--- src/rtl/loader_pkg.sv ---
`default_nettype none
// ============================================================================
// Module      : loader_pkg
// Description : Shared definitions for the UART program loader: data width,
//               default baud divisor, and the receiver/loader state encodings.
//               L_CSUM exists only when UART_LOADER_CHECKSUM_EN is defined.
// Revision    : 1.0 - initial release
// ============================================================================
package loader_pkg;

  localparam int DATA_WIDTH           = 32;
  localparam int DEFAULT_CLKS_PER_BIT = 868;  // 100 MHz / 115200 baud

  typedef enum logic [1:0] {
    RX_IDLE  = 2'd0,
    RX_START = 2'd1,
    RX_DATA  = 2'd2,
    RX_STOP  = 2'd3
  } rx_state_t;

`ifdef UART_LOADER_CHECKSUM_EN
  typedef enum logic [2:0] {
    L_LEN  = 3'd0,
    L_DATA = 3'd1,
    L_DONE = 3'd2,
    L_ERR  = 3'd3,
    L_CSUM = 3'd4
  } ld_state_t;
`else
  typedef enum logic [1:0] {
    L_LEN  = 2'd0,
    L_DATA = 2'd1,
    L_DONE = 2'd2,
    L_ERR  = 2'd3
  } ld_state_t;
`endif

endpackage
`default_nettype wire

--- src/rtl/uart_rx_byte.sv ---
`default_nettype none
// ============================================================================
// Module      : uart_rx_byte
// Description : 8N1 UART byte receiver with a 2-flop input synchronizer.
//               Start bit is confirmed at mid-bit (short low glitches are
//               dropped silently); data bits are sampled LSB first, one per
//               bit period from the mid-start point.
// Ports       : clk        - clock, rising edge
//               reset_n    - asynchronous active-low reset
//               rx         - serial line, idle high, asynchronous to clk
//               byte_data  - last received byte (valid with byte_valid)
//               byte_valid - one-cycle pulse, good stop bit seen
//               frame_err  - one-cycle pulse, stop bit sampled low
// Revision    : 1.0 - initial release
// ============================================================================
module uart_rx_byte
  import loader_pkg::*;
#(
  parameter int CLKS_PER_BIT = DEFAULT_CLKS_PER_BIT
) (
  input  logic       clk,
  input  logic       reset_n,
  input  logic       rx,
  output logic [7:0] byte_data,
  output logic       byte_valid,
  output logic       frame_err
);

  localparam int CNT_W = $clog2(CLKS_PER_BIT + 1);
  localparam logic [CNT_W-1:0] c_half = CNT_W'(CLKS_PER_BIT / 2 - 1);
  localparam logic [CNT_W-1:0] c_full = CNT_W'(CLKS_PER_BIT - 1);

  logic             r_rx_meta;
  logic             r_rx_sync;
  logic             r_rx_prev;
  rx_state_t        r_state;
  logic [CNT_W-1:0] r_clk_cnt;
  logic [2:0]       r_bit_idx;
  logic [7:0]       r_shift;
  logic [7:0]       r_byte_data;
  logic             r_byte_valid;
  logic             r_frame_err;

  always_ff @(posedge clk or negedge reset_n) begin
    if (!reset_n) begin
      r_rx_meta    <= 1'b1;
      r_rx_sync    <= 1'b1;
      r_rx_prev    <= 1'b1;
      r_state      <= RX_IDLE;
      r_clk_cnt    <= '0;
      r_bit_idx    <= '0;
      r_shift      <= '0;
      r_byte_data  <= '0;
      r_byte_valid <= 1'b0;
      r_frame_err  <= 1'b0;
    end else begin
      r_rx_meta    <= rx;
      r_rx_sync    <= r_rx_meta;
      r_rx_prev    <= r_rx_sync;
      r_byte_valid <= 1'b0;
      r_frame_err  <= 1'b0;
      case (r_state)
        RX_IDLE: begin
          r_clk_cnt <= '0;
          r_bit_idx <= '0;
          if (r_rx_prev && !r_rx_sync) r_state <= RX_START;
        end
        RX_START: begin
          if (r_clk_cnt == c_half) begin
            r_clk_cnt <= '0;
            // Line back high at mid-start: treat as noise, not an error
            r_state   <= r_rx_sync ? RX_IDLE : RX_DATA;
          end else begin
            r_clk_cnt <= r_clk_cnt + 1'b1;
          end
        end
        RX_DATA: begin
          if (r_clk_cnt == c_full) begin
            r_clk_cnt <= '0;
            r_shift   <= {r_rx_sync, r_shift[7:1]};
            r_bit_idx <= r_bit_idx + 3'd1;
            if (r_bit_idx == 3'd7) r_state <= RX_STOP;
          end else begin
            r_clk_cnt <= r_clk_cnt + 1'b1;
          end
        end
        RX_STOP: begin
          if (r_clk_cnt == c_full) begin
            r_clk_cnt <= '0;
            r_state   <= RX_IDLE;
            if (r_rx_sync) begin
              r_byte_valid <= 1'b1;
              r_byte_data  <= r_shift;
            end else begin
              r_frame_err  <= 1'b1;
            end
          end else begin
            r_clk_cnt <= r_clk_cnt + 1'b1;
          end
        end
        default: r_state <= RX_IDLE;
      endcase
    end
  end

  assign byte_data  = r_byte_data;
  assign byte_valid = r_byte_valid;
  assign frame_err  = r_frame_err;

endmodule
`default_nettype wire

--- src/rtl/uart_prog_loader.sv ---
`default_nettype none
// ============================================================================
// Module      : uart_prog_loader
// Description : Receives a program image over UART: a 4-byte little-endian
//               word count N, then N little-endian 32-bit words, each written
//               out with a one-cycle wr_en at byte addresses 0, 4, 8, ...
//               Optional feature macro: UART_LOADER_CHECKSUM_EN adds a final
//               byte that must equal the XOR of all payload bytes.
// Ports       : clk      - clock, rising edge
//               reset_n  - asynchronous active-low reset
//               rx       - UART serial input (8N1)
//               data_out - assembled program word
//               address  - byte address of data_out
//               wr_en    - one-cycle write strobe
//               done     - sticky, load completed
//               error    - sticky, load aborted
// Revision    : 1.0 - initial release
// ============================================================================
module uart_prog_loader
  import loader_pkg::*;
#(
  parameter int CLKS_PER_BIT = DEFAULT_CLKS_PER_BIT,
  parameter int MAX_WORDS    = 16384
) (
  input  logic                  clk,
  input  logic                  reset_n,
  input  logic                  rx,
  output logic [DATA_WIDTH-1:0] data_out,
  output logic [DATA_WIDTH-1:0] address,
  output logic                  wr_en,
  output logic                  done,
  output logic                  error
);

  localparam logic [31:0] c_max_words = 32'(MAX_WORDS);

  logic [7:0] w_byte;
  logic       w_byte_valid;
  logic       w_frame_err;

  uart_rx_byte #(
    .CLKS_PER_BIT (CLKS_PER_BIT)
  ) u_rx (
    .clk        (clk),
    .reset_n    (reset_n),
    .rx         (rx),
    .byte_data  (w_byte),
    .byte_valid (w_byte_valid),
    .frame_err  (w_frame_err)
  );

  ld_state_t             r_state;
  logic [1:0]            r_byte_cnt;
  logic [23:0]           r_word_buf;   // first three bytes of the current word
  logic [31:0]           r_words_left;
  logic [DATA_WIDTH-1:0] r_data_out;
  logic [DATA_WIDTH-1:0] r_address;
  logic                  r_wr_en;
  logic                  r_done;
  logic                  r_error;
`ifdef UART_LOADER_CHECKSUM_EN
  logic [7:0]            r_csum;
`endif

  // Word completed by the byte arriving this cycle
  logic [31:0] w_word;
  assign w_word = {w_byte, r_word_buf};

  always_ff @(posedge clk or negedge reset_n) begin
    if (!reset_n) begin
      r_state      <= L_LEN;
      r_byte_cnt   <= '0;
      r_word_buf   <= '0;
      r_words_left <= '0;
      r_data_out   <= '0;
      r_address    <= '0;
      r_wr_en      <= 1'b0;
      r_done       <= 1'b0;
      r_error      <= 1'b0;
`ifdef UART_LOADER_CHECKSUM_EN
      r_csum       <= '0;
`endif
    end else begin
      r_wr_en <= 1'b0;
      if (r_wr_en) r_address <= r_address + 32'd4;

      case (r_state)
        L_LEN: begin
          if (w_frame_err) begin
            r_state <= L_ERR;
          end else if (w_byte_valid) begin
            r_word_buf <= {w_byte, r_word_buf[23:8]};
            r_byte_cnt <= r_byte_cnt + 2'd1;  // wraps to 0 ready for payload
            if (r_byte_cnt == 2'd3) begin
              r_words_left <= w_word;
              if (w_word == 32'd0) begin
`ifdef UART_LOADER_CHECKSUM_EN
                r_state <= L_CSUM;
`else
                r_state <= L_DONE;
`endif
              end else if (w_word > c_max_words) begin
                r_state <= L_ERR;
              end else begin
                r_state <= L_DATA;
              end
            end
          end
        end
        L_DATA: begin
          if (w_frame_err) begin
            r_state <= L_ERR;
          end else if (w_byte_valid) begin
            r_word_buf <= {w_byte, r_word_buf[23:8]};
            r_byte_cnt <= r_byte_cnt + 2'd1;
`ifdef UART_LOADER_CHECKSUM_EN
            r_csum     <= r_csum ^ w_byte;
`endif
            if (r_byte_cnt == 2'd3) begin
              // Strobe and terminal transition share an edge so the last
              // word is always written before done can rise.
              r_data_out   <= w_word;
              r_wr_en      <= 1'b1;
              r_words_left <= r_words_left - 32'd1;
              if (r_words_left == 32'd1) begin
`ifdef UART_LOADER_CHECKSUM_EN
                r_state <= L_CSUM;
`else
                r_state <= L_DONE;
`endif
              end
            end
          end
        end
`ifdef UART_LOADER_CHECKSUM_EN
        L_CSUM: begin
          if (w_frame_err) begin
            r_state <= L_ERR;
          end else if (w_byte_valid) begin
            r_state <= (w_byte == r_csum) ? L_DONE : L_ERR;
          end
        end
`endif
        L_DONE:  r_done  <= 1'b1;
        L_ERR:   r_error <= 1'b1;
        default: r_state <= L_ERR;
      endcase
    end
  end

  assign data_out = r_data_out;
  assign address  = r_address;
  assign wr_en    = r_wr_en;
  assign done     = r_done;
  assign error    = r_error;

endmodule
`default_nettype wire
--- config.mk ---
export PLATFORM = sky130hd
export DESIGN_NAME = uart_prog_loader
export DESIGN_NICKNAME = d
export VERILOG_FILES = /design/src/rtl/loader_pkg.sv /design/src/rtl/uart_rx_byte.sv /design/src/rtl/uart_prog_loader.sv
export SDC_FILE = /design/constraint.sdc
export NUM_CORES = 1
export LEC_CHECK = 0
export ABC_AREA = 0
export ABC_CLOCK_PERIOD_IN_PS = 2400
export CAP_MARGIN = 20
export CORE_ASPECT_RATIO = 1.4
export CORE_MARGIN = 2
export CORE_UTILIZATION = 35
export DETAILED_ROUTE_END_ITERATION = 6
export PLACE_DENSITY_LB_ADDON = 0.2
export SKIP_LAST_GASP = 1
export SLEW_MARGIN = 10
export SYNTH_ARGS = -nofsm -noshare
export SYNTH_HDL_FRONTEND = slang
export SYNTH_SLANG_ARGS = --single-unit
--- constraint.sdc ---
create_clock -name clk -period 2.4 [get_ports clk]
set_input_delay 0.36 -clock clk [delete_from_list [all_inputs] [get_ports clk]]
set_output_delay 0.36 -clock clk [all_outputs]
set_load 0.005 [all_outputs]
==> qor.yml <==
outcome:
  outcome: "completed"
timing:
  fin_crit_sh: 0.908
  setup_tns_ns: 0
  finClkSkew_ns: 0.0106
  grt_setup_unrepaired: "false"
  fin_crit_ns: 2.18
  fmax_mhz: 459
  fin_ws_ns: 0.220
  finalSetupViolCount: 0
  drv_slew: 0
  hold_viol_final: 0
worst_setup_path:
  cp_slowest_cell: "or3b_2"
  r2r-start: "r_words_left[0]"
  worstSetupPathType: "reg2reg"
  worst_ep_arrival_time_ns: 2.48
  crit_buf_inv: 1
  critical_path.top_delay_family: "simple AND/OR/NAND/NOR gates"
  crit_path_max_incr_delay_ns: 0.51
  cp.required_ns: 2.70
  cp-end-kind: "register"
  crit_fanout: 6
  cp_cell_sequence: "inv_1, ha_1, or3b_2, nor3_1, nand4_1, mux2i_1, a221o_1"
  worst_setup_path_start_kind: "register"
  critPathLaunch: "r_words_left[0]"
synth:
  synth_area_um2: 7450
  synth_ff_type: "dfrtp_1"
  synthArstFlopShare: 1.00
  yosys_warnings: 0
  netlist_instances: 646
  synth_edf_count: 0
  synth_seq_area_share: 0.541
  synth_seq_cells: 161
  syn_area_per_cell_um2: 11.5
  synth_cell_types: 64
cts:
  root_buffer: "clkbuf_16"
  post_cts_buffers: 0
  cts_tree: "built"
  insertion_delay_ns: 0.42
  clk_path_buf_depth: 2
  cts_made_buffers: 17
  clk_pin_slew_worst_paths_ns: 0.07
  cts-htree-levels: 4
  cts.sink_count: 161
global_route:
  grt_pass1_wl_mm: 28.7
  grt_pass1_vias: 5489
  overflow: 0
  antenna_found_initial: 0
  track_usage: 0.162
  grt_max_degree: 73
placed_design:
  gp_congestion: 0.799
  dp_worst_setup_slack_ns: 0.219
  hpwl_mm: 11.9
  io_buffers: 67
flow_run:
  drv_cap: 0
detailed_routing:
  drt-initial-drc-count: 318
  routed_via_density: 5.40
  dr.pass1.iters: 5
  totalWireLength_mm: 17.3
  num_vias: 5364
  ant_nets: 0
  wl_per_cell_um: 17.4
  drc: 0
layout:
  antennaDiodeCount: 0
  synthToLayoutAreaGrowth_pct: 21.6
  drive_gt1_frac: 0.199
  nNetsFinal: 732
pwr:
  p_per_area_nw_per_um2: 606
  leakage_nw: 4.19
  ir_drop_uv: 437
floorplanning:
  rows: 63
  core_area_um2: 21000
  initial_core_util: 0.354
  die_y_um: 177
  io_pins: 70
  die_w_um: 127
  dieArea_um2: 22500
worst_hold_path:
  hold_class: "in2reg"
  hp-start: "rx"
-- metrics by stage --
step / util / cells / total power [mW] / hold slack (ns) / cell area (um^2)
floorplan: - / 647 / 2.80 / 0.0644 / 7450
detailed placement: 0.402 / 961 / 2.87 / 0.311 / 8470
CTS: 0.430 / 994 / 5.57 / 0.317 / 9050
finish: 0.430 / 994 / 5.49 / 0.341 / 9050
global route: 0.430 / 994 / 5.69 / 0.333 / 9050
global placement: 0.402 / 961 / 2.87 / 0.307 / 8470
-- final cells by class --
cell class,instances,area [um^2]
clock buffers,17,425
repair buffers,85,847
multi-input cells,445,3240
inverters,11,41.3
clock inverters,15,145
fillers,2002,12000
flip-flops and latches,161,4030
well taps,260,325
-- sequential cells by signal, indices dropped and copies added, names as in the netlist, named ones only --
register / flops
u_rx.r_rx_sync: 1
wr_en: 1
r_state: 2
u_rx.r_rx_prev: 1
r_words_left: 32
data_out: 32
u_rx.byte_valid: 1
u_rx.r_bit_idx: 3
r_word_buf: 24
u_rx.r_clk_cnt: 10
done: 1
u_rx.frame_err: 1
u_rx.r_state: 1
error: 1
address: 30
r_byte_cnt: 2
u_rx.r_shift: 8
u_rx.byte_data: 8
u_rx.r_rx_meta: 1
-- layout by cell type, fill, tap and decap left out, types with 4 or more instances in the layout --
cell             count
nor4_1              10
clkinv_2             4
and3_1              14
mux2i_1              4
or3_1                8
nor3_1              20
a31oi_1              4
dfrtp_1            158
mux2_2              76
nor2_1              47
nand4_1             16
o22a_1               5
xnor2_1             26
a21oi_1             28
clkdlybuf4s50_1     66
ha_1                 8
nand2_1             32
o21ai_0             22
o22ai_1             10
nand3_1             23
and2_1               7
clkbuf_16           17
inv_1               11
and4_1               7
inv_6                6
xor2_1              12
buf_4               14
a21o_1               4
-- cells by family after synthesis --
group | count (synthesis) | synth area share
simple gates | 214 | 0.163
mux | 80 | 0.120
fa+ha+maj | 8 | 0.0134
buf+inv | 41 | 0.0254
xor+xnor | 38 | 0.0447
flops | 161 | 0.541
other cells | 1 | 0.000504
compound gates | 103 | 0.0916
-- Yosys cell counts, types with 3 or more instances --
cell      instances  share of area
o22a_1            5         0.0059
nand4_1          16          0.013
nor3_1           20          0.013
o211ai_1          3         0.0030
nor3_2            3         0.0040
buf_2            13         0.0087
or3_1             8         0.0067
dfrtp_1         158           0.53
a31oi_1           4         0.0034
nor4bb_1          3         0.0040
nand3_1          23          0.015
and2_1            7         0.0059
nor2_1           48          0.024
a21o_1            4         0.0040
a21oi_1          28          0.019
xor2_1           12          0.014
and4_1            7         0.0082
inv_1            11         0.0055
nor4_1           10         0.0084
or4_1             3         0.0030
dfstp_2           3          0.011
nand2_1          32          0.016
o22ai_1          10         0.0084
a22oi_1           3         0.0030
and3_1           14          0.012
ha_1              8          0.013
nor3b_1           4         0.0040
clkbuf_1         12         0.0060
mux2i_1           4         0.0054
mux2_2           76           0.11
nor4_2            3         0.0050
buf_4             3         0.0030
xnor2_1          26          0.031
o21ai_0          22          0.015
-- power breakdown --
| part | switching (mW) | internal, mW | total, mW |
|---|---|---|---|
| Combinational | 0.0682 | 0.0194 | 0.0876 |
| Clock | 1.21 | 1.46 | 2.67 |
| Sequential | 0.00893 | 2.72 | 2.73 |
| Total | 1.28 | 4.21 | 5.49 |
-- per-layer routing --
layer  GRT usage  up-vias  routed length, um
met4      0.0522        0                326
met1       0.203     2699               7500
met3      0.0352       26                718
li1            -     2511                  -
met5           0        -                  0
met2       0.277      128               8750
-- final timing paths --
path / endpoint / slack [ns] / cells past startpoint
setup / recovery: r_words_left[18] / 0.22 / 7
hold / removal: u_rx.r_rx_meta / 0.34 / 1
setup reg to reg: r_words_left[18] / 0.22 / 7
hold reg to reg: u_rx.r_rx_sync / 0.36 / 0
max in group asynchronous: data_out[20] / 1.19 / 3
min in group asynchronous: r_words_left[11] / 0.44 / 2
-- timing repair --
action | 4_1_cts | 5_1_grt
endpoints found under the hold margin | 37 | 0
hold buffers | 1 | 0
gates resized for setup | 0 | 1
endpoints found under the setup margin | 0 | 1
Note: power is estimated with default switching activity, not from simulation.
